--- config.mk ---
export PLATFORM = sky130hd
export DESIGN_NAME = morse_decoder_flat
export DESIGN_NICKNAME = d
export VERILOG_FILES = /design/src/rtl/morse_pkg.sv /design/src/rtl/morse_decoder_if.sv /design/src/rtl/morse_pattern_lut.sv /design/src/rtl/morse_decoder.sv /design/src/flat_wrapper.sv
export SDC_FILE = /design/constraint.sdc
export NUM_CORES = 1
export LEC_CHECK = 0
export CAP_MARGIN = 25
export CORE_MARGIN = 5
export CORE_UTILIZATION = 55
export DETAILED_ROUTE_END_ITERATION = 10
export PLACE_DENSITY = 0.78
export SLEW_MARGIN = 5
export SYNTH_ARGS = -nofsm -noshare
export SYNTH_HDL_FRONTEND = slang
export SYNTH_SLANG_ARGS = --single-unit
--- constraint.sdc ---
create_clock -name clk -period 4.1 [get_ports clk]
set_input_delay 0.82 -clock clk [delete_from_list [all_inputs] [get_ports clk]]
set_output_delay 0.82 -clock clk [all_outputs]
set_load 0.02 [all_outputs]
--- src/rtl/morse_pkg.sv ---
// Shared Morse definitions: letter indices, decoder FSM states, symbol encoding
// and the A-H pattern table (patterns right-aligned, first symbol most significant).
package morse_pkg;

  localparam logic [2:0] LTR_A = 3'd0;
  localparam logic [2:0] LTR_B = 3'd1;
  localparam logic [2:0] LTR_C = 3'd2;
  localparam logic [2:0] LTR_D = 3'd3;
  localparam logic [2:0] LTR_E = 3'd4;
  localparam logic [2:0] LTR_F = 3'd5;
  localparam logic [2:0] LTR_G = 3'd6;
  localparam logic [2:0] LTR_H = 3'd7;

  typedef enum logic [1:0] {ST_IDLE, ST_MARK, ST_SPACE, ST_LONG} state_e;

  typedef enum logic {SYM_DOT = 1'b0, SYM_DASH = 1'b1} sym_e;

  localparam logic [2:0] NSYM_MAX = 3'd5;

  localparam logic [3:0] PAT_A = 4'b0001;  // .-
  localparam logic [3:0] PAT_B = 4'b1000;  // -...
  localparam logic [3:0] PAT_C = 4'b1010;  // -.-.
  localparam logic [3:0] PAT_D = 4'b0100;  // -..
  localparam logic [3:0] PAT_E = 4'b0000;  // .
  localparam logic [3:0] PAT_F = 4'b0010;  // ..-.
  localparam logic [3:0] PAT_G = 4'b0110;  // --.
  localparam logic [3:0] PAT_H = 4'b0000;  // ....

  localparam logic [2:0] LEN_A = 3'd2;
  localparam logic [2:0] LEN_B = 3'd4;
  localparam logic [2:0] LEN_C = 3'd4;
  localparam logic [2:0] LEN_D = 3'd3;
  localparam logic [2:0] LEN_E = 3'd1;
  localparam logic [2:0] LEN_F = 3'd4;
  localparam logic [2:0] LEN_G = 3'd3;
  localparam logic [2:0] LEN_H = 3'd4;

  function automatic logic [3:0] letter_pat(input logic [2:0] l);
    case (l)
      LTR_A:   return PAT_A;
      LTR_B:   return PAT_B;
      LTR_C:   return PAT_C;
      LTR_D:   return PAT_D;
      LTR_E:   return PAT_E;
      LTR_F:   return PAT_F;
      LTR_G:   return PAT_G;
      default: return PAT_H;
    endcase
  endfunction

  function automatic logic [2:0] letter_len(input logic [2:0] l);
    case (l)
      LTR_A:   return LEN_A;
      LTR_B:   return LEN_B;
      LTR_C:   return LEN_C;
      LTR_D:   return LEN_D;
      LTR_E:   return LEN_E;
      LTR_F:   return LEN_F;
      LTR_G:   return LEN_G;
      default: return LEN_H;
    endcase
  endfunction

endpackage

--- src/rtl/morse_decoder_if.sv ---
// Decoder-side signal bundle: Morse stream in, decoded letter and status out.
interface morse_decoder_if;
  logic       b_in;
  logic [2:0] letter_out;
  logic       valid;
  logic       error;
  logic       busy;

  modport master (output b_in, input letter_out, input valid, input error, input busy);
  modport slave  (input b_in, output letter_out, output valid, output error, output busy);
endinterface

--- src/rtl/morse_pattern_lut.sv ---
// Combinational pattern lookup: symbol store plus symbol count to letter index and match flag.
module morse_pattern_lut
  import morse_pkg::*;
(
  input  logic [3:0] store_i,
  input  logic [2:0] nsym_i,
  output logic [2:0] letter_o,
  output logic       match_o
);

  // Store bits above nsym are zero (cleared at letter start), so a full 4-bit compare suffices.
  always_comb begin
    letter_o = '0;
    match_o  = 1'b0;
    for (int unsigned i = 0; i < 8; i++) begin
      if (nsym_i == letter_len(3'(i)) && store_i == letter_pat(3'(i))) begin
        letter_o = 3'(i);
        match_o  = 1'b1;
      end
    end
  end

endmodule

--- src/rtl/morse_decoder.sv ---
// Morse receive decoder: classifies marks by width and decodes 1-4 symbol letters A-H.
// Define MORSE_DEC_SYNC_EN to pass b_in through a 2-flop synchronizer.
module morse_decoder
  import morse_pkg::*;
#(
  parameter int unsigned UNIT_CYCLES = 4
) (
  input logic            clk,
  input logic            reset,
  morse_decoder_if.slave mdec
);

  localparam int unsigned CW = $clog2(6 * UNIT_CYCLES + 1);
  typedef logic [CW-1:0] cnt_t;
  localparam cnt_t CNT_MAX  = cnt_t'(6 * UNIT_CYCLES);
  localparam cnt_t DASH_MIN = cnt_t'(2 * UNIT_CYCLES);
  localparam cnt_t LONG_LIM = cnt_t'(4 * UNIT_CYCLES + 1);
  localparam cnt_t GAP_LIM  = cnt_t'(2 * UNIT_CYCLES);

  logic b_s;

`ifdef MORSE_DEC_SYNC_EN
  logic [1:0] sync_q;
  always_ff @(posedge clk or posedge reset) begin
    if (reset) sync_q <= '0;
    else       sync_q <= {sync_q[0], mdec.b_in};
  end
  assign b_s = sync_q[1];
`else
  assign b_s = mdec.b_in;
`endif

  state_e     state_q, state_d;
  logic       prev_q;
  cnt_t       cnt_q, run;
  logic [3:0] store_q, store_d;
  logic [2:0] nsym_q, nsym_d;
  logic [2:0] letter_q, letter_d;
  logic       valid_q, valid_d;
  logic       error_q, error_d;
  logic [2:0] lut_letter;
  logic       lut_match;
  sym_e       sym;

  // run is the width of the current level including the sample being registered
  always_comb begin
    if (b_s != prev_q)      run = cnt_t'(1);
    else if (cnt_q == CNT_MAX) run = CNT_MAX;
    else                    run = cnt_q + cnt_t'(1);
  end

  always_ff @(posedge clk or posedge reset) begin
    if (reset) begin
      state_q  <= ST_IDLE;
      prev_q   <= 1'b0;
      cnt_q    <= '0;
      store_q  <= '0;
      nsym_q   <= '0;
      letter_q <= '0;
      valid_q  <= 1'b0;
      error_q  <= 1'b0;
    end else begin
      state_q  <= state_d;
      prev_q   <= b_s;
      cnt_q    <= run;
      store_q  <= store_d;
      nsym_q   <= nsym_d;
      letter_q <= letter_d;
      valid_q  <= valid_d;
      error_q  <= error_d;
    end
  end

  always_comb begin
    state_d = state_q;
    case (state_q)
      ST_IDLE:  if (b_s) state_d = ST_MARK;
      ST_MARK: begin
        if (!b_s)                 state_d = ST_SPACE;
        else if (run == LONG_LIM) state_d = ST_LONG;
      end
      ST_SPACE: begin
        if (b_s)                 state_d = ST_MARK;
        else if (run == GAP_LIM) state_d = ST_IDLE;
      end
      ST_LONG:  if (!b_s && run == GAP_LIM) state_d = ST_IDLE;
      default:  state_d = ST_IDLE;
    endcase
  end

  morse_pattern_lut u_lut (
    .store_i  (store_q),
    .nsym_i   (nsym_q),
    .letter_o (lut_letter),
    .match_o  (lut_match)
  );

  always_comb begin
    store_d  = store_q;
    nsym_d   = nsym_q;
    letter_d = letter_q;
    valid_d  = 1'b0;
    error_d  = 1'b0;
    sym      = (cnt_q < DASH_MIN) ? SYM_DOT : SYM_DASH;
    case (state_q)
      ST_IDLE: begin
        if (b_s) begin
          store_d = '0;
          nsym_d  = '0;
        end
      end
      ST_MARK: begin
        // On the falling sample cnt_q still holds the full mark width.
        if (!b_s) begin
          store_d = {store_q[2:0], sym};
          nsym_d  = (nsym_q == NSYM_MAX) ? nsym_q : nsym_q + 3'd1;
        end
      end
      ST_SPACE: begin
        if (!b_s && run == GAP_LIM) begin
          if (lut_match) begin
            valid_d  = 1'b1;
            letter_d = lut_letter;
          end else begin
            error_d = 1'b1;
          end
        end
      end
      ST_LONG:  if (!b_s && run == GAP_LIM) error_d = 1'b1;
      default: ;
    endcase
  end

  assign mdec.letter_out = letter_q;
  assign mdec.valid      = valid_q;
  assign mdec.error      = error_q;
  assign mdec.busy       = (state_q != ST_IDLE);

endmodule

--- src/flat_wrapper.sv ---
// flat-port wrapper written by rule: the top's interface ports become plain ports
module morse_decoder_flat import morse_pkg::*;
#(
  parameter int unsigned UNIT_CYCLES = 4
)
  (clk, reset, mdec_b_in, mdec_letter_out, mdec_valid, mdec_error, mdec_busy);
  morse_decoder_if mdec_i ();
  input logic clk;
  input logic reset;
  input wire logic [$bits(mdec_i.b_in)-1:0] mdec_b_in;
  output wire logic [$bits(mdec_i.letter_out)-1:0] mdec_letter_out;
  output wire logic [$bits(mdec_i.valid)-1:0] mdec_valid;
  output wire logic [$bits(mdec_i.error)-1:0] mdec_error;
  output wire logic [$bits(mdec_i.busy)-1:0] mdec_busy;
  assign mdec_i.b_in = mdec_b_in;
  assign mdec_letter_out = mdec_i.letter_out;
  assign mdec_valid = mdec_i.valid;
  assign mdec_error = mdec_i.error;
  assign mdec_busy = mdec_i.busy;
  morse_decoder #(.UNIT_CYCLES(UNIT_CYCLES)) u_core (.clk(clk), .reset(reset), .mdec(mdec_i));
endmodule
# ---- Word level (Yosys, flattened, before mapping)
# Cells that the tools add are included.
# W data, S select, Z words.
dict set report word_totals {
  ff_bits 20
  latch_bits 0
  ram_bits 0
  mem_bits_ro 0
  wordCells 92
  n_memories 0
}
dict set report op_classes {
  addsub 2
  mul 0
  div 0
  magnitude_cmp 1
  n_eq_ne 24
  shifts 0
  mux 39
  bitwise_logic 0
  reduce_logical 18
}
# cell n
set ops {}
lappend ops {{$mux W3} 9}
lappend ops {{$mux W1} 16}
lappend ops {{$mux W2} 6}
lappend ops {{$eq A5 B5 Y1 const B} 2}
lappend ops {{$mux W5} 2}
lappend ops {{$logic_and A1 B1 Y1} 9}
lappend ops {{$eq A4 B3 Y1 const B} 2}
lappend ops {{$eq A4 B4 Y1 const B} 2}
lappend ops {{$mux W4} 2}
lappend ops {{$pmux W2 S4} 1}
lappend ops {{$pmux W4 S2} 1}
lappend ops {{$reduce_and A4 Y1} 2}
lappend ops {{$eq A3 B2 Y1 const B} 2}
lappend ops {{$eq A3 B3 Y1 const B} 2}
lappend ops {{$ne A2 B2 Y1 const B} 3}
lappend ops {{$ne A3 B2 Y1 const B} 2}
lappend ops {{$pmux W3 S2} 1}
lappend ops {{$reduce_and A3 Y1} 2}
lappend ops {{$add A5 B1 Y5 const B} 1}
lappend ops {{$eq A5 B4 Y1 const B} 1}
lappend ops {{$lt A5 B4 Y1 const B} 1}
lappend ops {{$eq A2 B2 Y1 const B} 2}
lappend ops {{$eq A4 B1 Y1 const B} 1}
lappend ops {{$eq A4 B2 Y1 const B} 1}
lappend ops {{other kinds (10)} 11}

# ---- Depth between registers and ports, before layout
# Gate-level depths: netlist of run 1.
dict set report logic_depth {
  ltp_word 13
  depth_mapped 7
  depth_no_buf 7
}

# ---- Hierarchy
# A second synthesis of run 1 with hierarchy kept.
dict set report hier_totals {
  hier_cells 122
  area_unflattened_um2 1247.4
}
# module instances cells_per_inst area_per_inst_um2 seq_area_each_um2
set modules_own_cells {}
lappend modules_own_cells {morse_decoder 1 101 1089.8 500.5}
lappend modules_own_cells {morse_pattern_lut 1 21 157.7 0.0}

# ---- Least setup slack after synthesis of run 1
# Ideal clock, no wire load.
dict set report synth_path {
  kind {input -> register}
  from {in mdec_b_in}
  to {reg u_core.letter_q[0], in the netlist u_core.mdec.letter_out[0]}
  arrival_ns 1.918
  required_ns 3.972
  path_slack_ns 2.054
  path_stages 5
  n_path_buf 1
  path_cell_list {buf_2 -> xor2_4 -> nor4_4 -> nand3_2 -> mux2_1}
}
dict set report synth_between {
  elab_chain_len 5
}
# element line_no
set synth_lines {}
lappend synth_lines {{from (decl)} flat_wrapper.sv:10} ;# input wire logic [$bits(mdec_i.b_in)-1:0] mdec_b_in;
lappend synth_lines {{$ne A1 B1 Y1} morse_decoder.sv:47} ;# if (b_s != prev_q) run = cnt_t'(1);
lappend synth_lines {{$mux W5} morse_decoder.sv:47}
lappend synth_lines {{$eq A5 B4 Y1} morse_decoder.sv:120} ;# if (!b_s && run == GAP_LIM) begin
lappend synth_lines {{$logic_and A1 B1 Y1 *} morse_decoder.sv:120}
lappend synth_lines {{$reduce_and A3 Y1 (no source line) *} -}
lappend synth_lines {{to (signal assigned)} morse_decoder.sv:68} ;# letter_q <= letter_d;
lappend synth_lines {{to (decl)} morse_decoder.sv:38} ;# logic [2:0] letter_q, letter_d;
# Every way passes the cells marked *; elsewhere a longest branch is shown, timed or not.
# A chain may end at the register's enable or synchronous reset.

# ---- Worst setup path after layout of run 1
dict set report layout_path {
  from {in mdec_b_in}
  to {reg u_core.letter_q[1], in the netlist u_core.mdec.letter_out[1]}
}
# Same word-level chain as after synthesis.

==> results of run 1 <==
state kept, by name, summed over array words and instances, names as in the netlist:
register                count
u_core.mdec.letter_out      3
u_core.cnt_q                5
u_core.mdec.error           1
u_core.mdec.valid           1
u_core.nsym_q               3
u_core.store_q              4
u_core.prev_q               1
u_core.state_q              2
report_power, final:
group	switching (W)	internal, W	total (W)
combinational	0.000122	0.000109	0.000232
sequential	0.0000787	0.000243	0.000321
clock	0.0000644	0.0000989	0.000163
total	0.000266	0.000451	0.000716
worst paths after layout:
path                                      startpoint                   endpoint  slack (ns)  cells after the start
hold reg to reg            u_core.mdec.letter_out[0]  u_core.mdec.letter_out[0]        0.50                      1
setup / recovery                           mdec_b_in  u_core.mdec.letter_out[1]        1.52                      5
min in group asynchronous                      reset          u_core.mdec.valid        0.92                      2
setup reg to reg                     u_core.cnt_q[0]  u_core.mdec.letter_out[1]        2.12                      7
hold / removal             u_core.mdec.letter_out[0]  u_core.mdec.letter_out[0]        0.50                      1
max in group asynchronous                      reset           u_core.nsym_q[0]        2.71                      2
stage by stage:
stage | cell area [µm²] | util, % | hold WS (ns) | worst slack [ns] | cells
detailed placement | 1280 | 59.7 | 0.481 | 1.19 | 152
finish | 1340 | 62.1 | 0.503 | 1.52 | 156
global placement | 1280 | 59.7 | 0.474 | 1.26 | 152
CTS | 1340 | 62.1 | 0.508 | 1.50 | 156
global route | 1340 | 62.1 | 0.540 | 1.39 | 156
floorplan | 1200 | - | 0.541 | 2.05 | 123
kinds of logic (layout without fill, tap and decap cells):
| kind of cell | Yosys count | after routing | synth area share [%] |
|---|---|---|---|
| compound gates | 29 | 29 | 16.9 |
| flops | 20 | 20 | 41.7 |
| xor+xnor | 5 | 5 | 5.21 |
| fa+ha+maj | 7 | 7 | 7.30 |
| mux | 4 | 4 | 3.75 |
| simple gates | 41 | 41 | 19.3 |
| buf+inv | 17 | 22 | 5.84 |
routing by layer:
| layer | global-route usage (%) | wire (µm) | part of all wire, % | vias to the layer above |
|---|---|---|---|---|
| li1 | - | - | - | 438 |
| met1 | 17.4 | 930 | 44 | 422 |
| met2 | 25.9 | 1030 | 49 | 15 |
| met3 | 3.22 | 93 | 4.4 | 5 |
| met4 | 6.78 | 40 | 1.9 | 0 |
| met5 | 0 | 0 | 0 | - |
cells in the final DEF, fill, tap and decap left out, drive strengths merged, types with 2 or more instances in the layout:
cell / count
a21oi: 5
a22oi: 4
clkbuf: 3
clkdlybuf4s50: 8
dfrtp: 20
ha: 7
inv: 9
mux2: 4
nand2: 11
nand3: 5
nand3b: 2
nor2: 14
nor4: 3
o21ai: 6
o21bai: 2
o22ai: 2
xnor2: 2
xor2: 3
cell type report:
cell class	instances	area (µm²)
Tap cell	28	35.0
Fill cell	170	813
Inverter	10	37.5
Sequential cell	20	500
Timing Repair Buffer	8	80.1
Multi-Input combinational cell	86	629
Clock inverter	1	30.0
Clock buffer	3	22.5
cell usage after synthesis, types with 3 or more instances:
cell type   n
dfrtp_1    20
nor2_1     14
nand2_1    11
inv_1       9
ha_1        7
o21ai_0     6
a21oi_1     5
buf_2       5
a22oi_1     4
nand3_1     4
mux2_1      3
worst max-delay path, cell delays in order:
cell and delay (ns):
clkdlybuf4s50_1 0.91, xor2_4 0.21, nor4_4 0.35, nand3_2 0.16
mux2_1 0.34
==> summary.txt, run 1 <==
Crit path kind - in -> reg
CTS tree - built
Mapped Avg Cell Area - 9.76 µm²
Hold crit path type - reg -> reg
Initial Util - 55.9%
Vias per cell - 5.64
Post-synth EDFFs - 0
Routed vias - 880
Drt pass-1 iters - 4
Crit share post-route - 62.9%
DRT antenna net count - 0
Port Buffers - 8
Register area share after synthesis - 41.7%
Post-CTS setup buffers - 0
Die area - 3220 µm²
Power Total - 0.000716 W
Core box area - 2150 µm²
Asr flop ratio synth - 100%
Post-Syn Instances - 123
Depth of the CTS H-tree - 1
Worst Tran Pin Value - 0.745 ns
Post-Syn Area - 1200 µm²
FF+latch count, synth - 20
Synth cell types - 41
CTS Hold Bufs - 0
Clock sink total - 20
CTS resizes - 0
Status - completed
Critical Path Fanout Max - 16
Worst EP arrival - 2.79 ns
Clock latency on the worst-skew pair - 0.31 ns
RSZ-0062 raised after global routing - false
Initial antenna violation count - 0
Maximum clock path buffer count - 2
Pwr dens - 537 nW/µm²
Routed WL - 2100 µm
Syn. warnings - 0
Largest net degree at the start of global routing - 21
MaxCap Viol Count - 0
Area contributors post-synth - dfrtp_1 42%, ha_1 7.3%, nor2_1 4.4%, nand2_1 3.4%, inv_1 2.8%
Placer Congestion - 0.818
DR WL/cell - 13.4 µm
IO Count - 9
Layout area overhead - 11.3%
Clk slew on worst S/H paths - 0.12 ns
Number of clock buffers inserted by TritonCTS - 3
Req. time, crit path - 4.31 ns
Synth top area share - 41.7%
Final Hold Fails - 0
Crit end category - register
Tmin final - 2.58 ns
Core Rows - 17
Syn Nets - 133
Half-perimeter wire length after placement - 1540 µm
Fmax - 388 MHz
Setup violators final - 0
Root buffer cell - clkbuf_4
Post-route setup TNS - 0 ns
Share of cells above drive strength 1 - 10.9%
Diode count - 0
Global-route wire length before repair - 3770 µm
Fin. max-slew vios - 0
Initial drt markers - 25
Clock Skew - 0.00843 ns
GR Overflow Total - 0
Peak supply drop - 443 µV
Number of global-route vias before repair - 864
Commonest register cell after synthesis - dfrtp_1
Die X - 56.7 µm
Setup crit start kind - primary input
Die Height - 56.7 µm
# nets final - 139
Drt drc - 0
Synth area leader - dfrtp_1
Overall Global Routing Usage - 15.0%
Leakage - 0.596 nW
Rel. slew slack - 50.3%
No activity file was read; power rests on OpenSTA's default activity.
==> run 2, diff against run 1 <==
--- a/config.mk
+++ b/config.mk
@@ -7,9 +7,9 @@
 export LEC_CHECK = 0
 export CAP_MARGIN = 25
 export CORE_MARGIN = 5
-export CORE_UTILIZATION = 55
+export CORE_UTILIZATION = 51
 export DETAILED_ROUTE_END_ITERATION = 10
-export PLACE_DENSITY = 0.78
+export PLACE_DENSITY = 0.76
 export SLEW_MARGIN = 5
 export SYNTH_ARGS = -nofsm -noshare
 export SYNTH_HDL_FRONTEND = slang
==> constraint.sdc (replaced) <==
create_clock -name clk -period 2.3 [get_ports clk]
set_input_delay 0.46 -clock clk [delete_from_list [all_inputs] [get_ports clk]]
set_output_delay 0.46 -clock clk [all_outputs]
set_load 0.02 [all_outputs]
==> summary.txt, run 2 (synthesized netlist as in run 1, its figures left out) <==
Status - completed
Fillcell total - 195
Placed cell count - 156
RSZ-0062 raised after global routing - false
Hold crit path type - in -> async
Initial drt markers - 32
Design area - 1370 µm²
Die area - 3420 µm²
Worst EP arrival - 1.60 ns
Setup crit start kind - register
Commonest non-fill, non-tap cell in the layout - dfrtp_1
Drt pass-1 iters - 4
Crit share post-route - 89.6%
Number of clock buffers inserted by TritonCTS - 3
Reg-to-reg slack, setup - 0.35 ns
R2R Path End - u_core.mdec.letter_out[1]
Die X - 58.5 µm
Reg-to-Reg Start - u_core.cnt_q[0]
Pwr dens - 951 nW/µm²
Global-route wire length before repair - 4040 µm
Rel. slew slack - 77.1%
Vias per cell - 5.43
Clock latency on the worst-skew pair - 0.30 ns
Worst Tran Pin Value - 0.342 ns
Layout area overhead - 13.8%
Setup violators final - 0
Final Hold Fails - 0
Crit path from - u_core.state_q[0]
Tmin final - 2.06 ns
Max FFs per register - 5
Placed inst area - 1310 µm²
Die Height - 58.5 µm
Clk slew on worst S/H paths - 0.12 ns
Placer Congestion - 0.759
Top reg by flops - u_core.cnt_q
Routed vias - 868
CTS resizes - 0
Overall Global Routing Usage - 14.9%
Req. time, crit path - 1.84 ns
Port Buffers - 8
Root buffer cell - clkbuf_4
Routed WL - 2240 µm
Post-route setup TNS - 0 ns
Core Rows - 17
Core box area - 2230 µm²
DRT antenna net count - 0
Largest net degree at the start of global routing - 21
MaxCap Viol Count - 0
Depth of the CTS H-tree - 1
Cell Count, Final, Fillers Out - 160
Crit path kind - reg -> out
CTS Hold Bufs - 0
Fin. max-slew vios - 0
Post-CTS setup buffers - 0
Maximum clock path buffer count - 2
Peak supply drop - 440 µV
Pre-CTS setup slack - 0.159 ns
Reg2Reg Depth - 7
Clock sink total - 20
Drt drc - 0
Final WS setup - 0.239 ns
Critical Path Fanout Max - 6
IO Count - 9
Diode count - 0
Initial antenna violation count - 0
Clock Skew - 0.00354 ns
Share of cells above drive strength 1 - 13.6%
DR WL/cell - 14.0 µm
Initial Util - 53.7%
CTS tree - built
Crit end category - primary output
Fmax - 485 MHz
Number of global-route vias before repair - 950
GR Overflow Total - 0
Leakage - 0.615 nW
Half-perimeter wire length after placement - 1670 µm
Most frequent cells in the layout - 20 x dfrtp_1, 14 x nor2_1, 11 x nand2_1, 9 x inv_1, 8 x clkdlybuf4s50_1
Largest registers - u_core.cnt_q (5), u_core.store_q (4)
# nets final - 143
-- run 2: cell count changes in the layout (fill, tap and decap cells not counted), sizes merged --
cell / delta
buf: +4
-- run 2: worst max-delay path: stages, from the launching register on --
cell and delay, ns:
dfrtp_1 0.45, or2_2 0.31, clkdlybuf4s50_1 0.54
-- run 2: stage by stage --
stage / hold WS (ns) / utilization [%] / total power (W)
2_1_floorplan: 0.424 / - / 0.000913
3_3_place_gp: 0.480 / 58.8 / 0.000981
3_5_place_dp: 0.487 / 58.8 / 0.00101
4_1_cts: 0.470 / 61.1 / 0.00131
5_1_grt: 0.486 / 61.1 / 0.00141
6_report: 0.464 / 61.1 / 0.00130
-- run 2: cell type report --
type,count,area (µm²),share of cell area (%)
sequential,20,500,36.7
timing repair buffer,12,110,8.07
clock buffer,3,22.5,1.65
inverter,10,37.5,2.75
tap,28,35.0,2.57
multi-input combinational,86,629,46.1
clock inverter,1,30.0,2.20
-- run 2: worst max path at each step --
stage	to	slack [ns]	cells past startpoint
6_report	mdec_busy	0.24	2
5_1_grt	mdec_busy	0.18	2
4_1_cts	mdec_busy	0.22	2
3_5_place_dp	u_core.mdec.letter_out[1]	0.16	7
3_3_place_gp	u_core.mdec.letter_out[2]	0.19	7
2_1_floorplan	u_core.mdec.letter_out[0]	0.49	7
-- run 2: report_power, final --
group	switching [W]	internal (W)	total [W]
registers	0.000127	0.000432	0.000559
logic	0.000242	0.000207	0.000449
clock network	0.000115	0.000176	0.000291
-- run 2: layer usage --
layer  wire length (µm)  up-vias  track usage, %
li1                   -      445               -
met2               1120       16            25.4
met3                 93        0            3.07
met4                  0        0            5.30
met5                  0        -               0
met1               1020      407            18.7
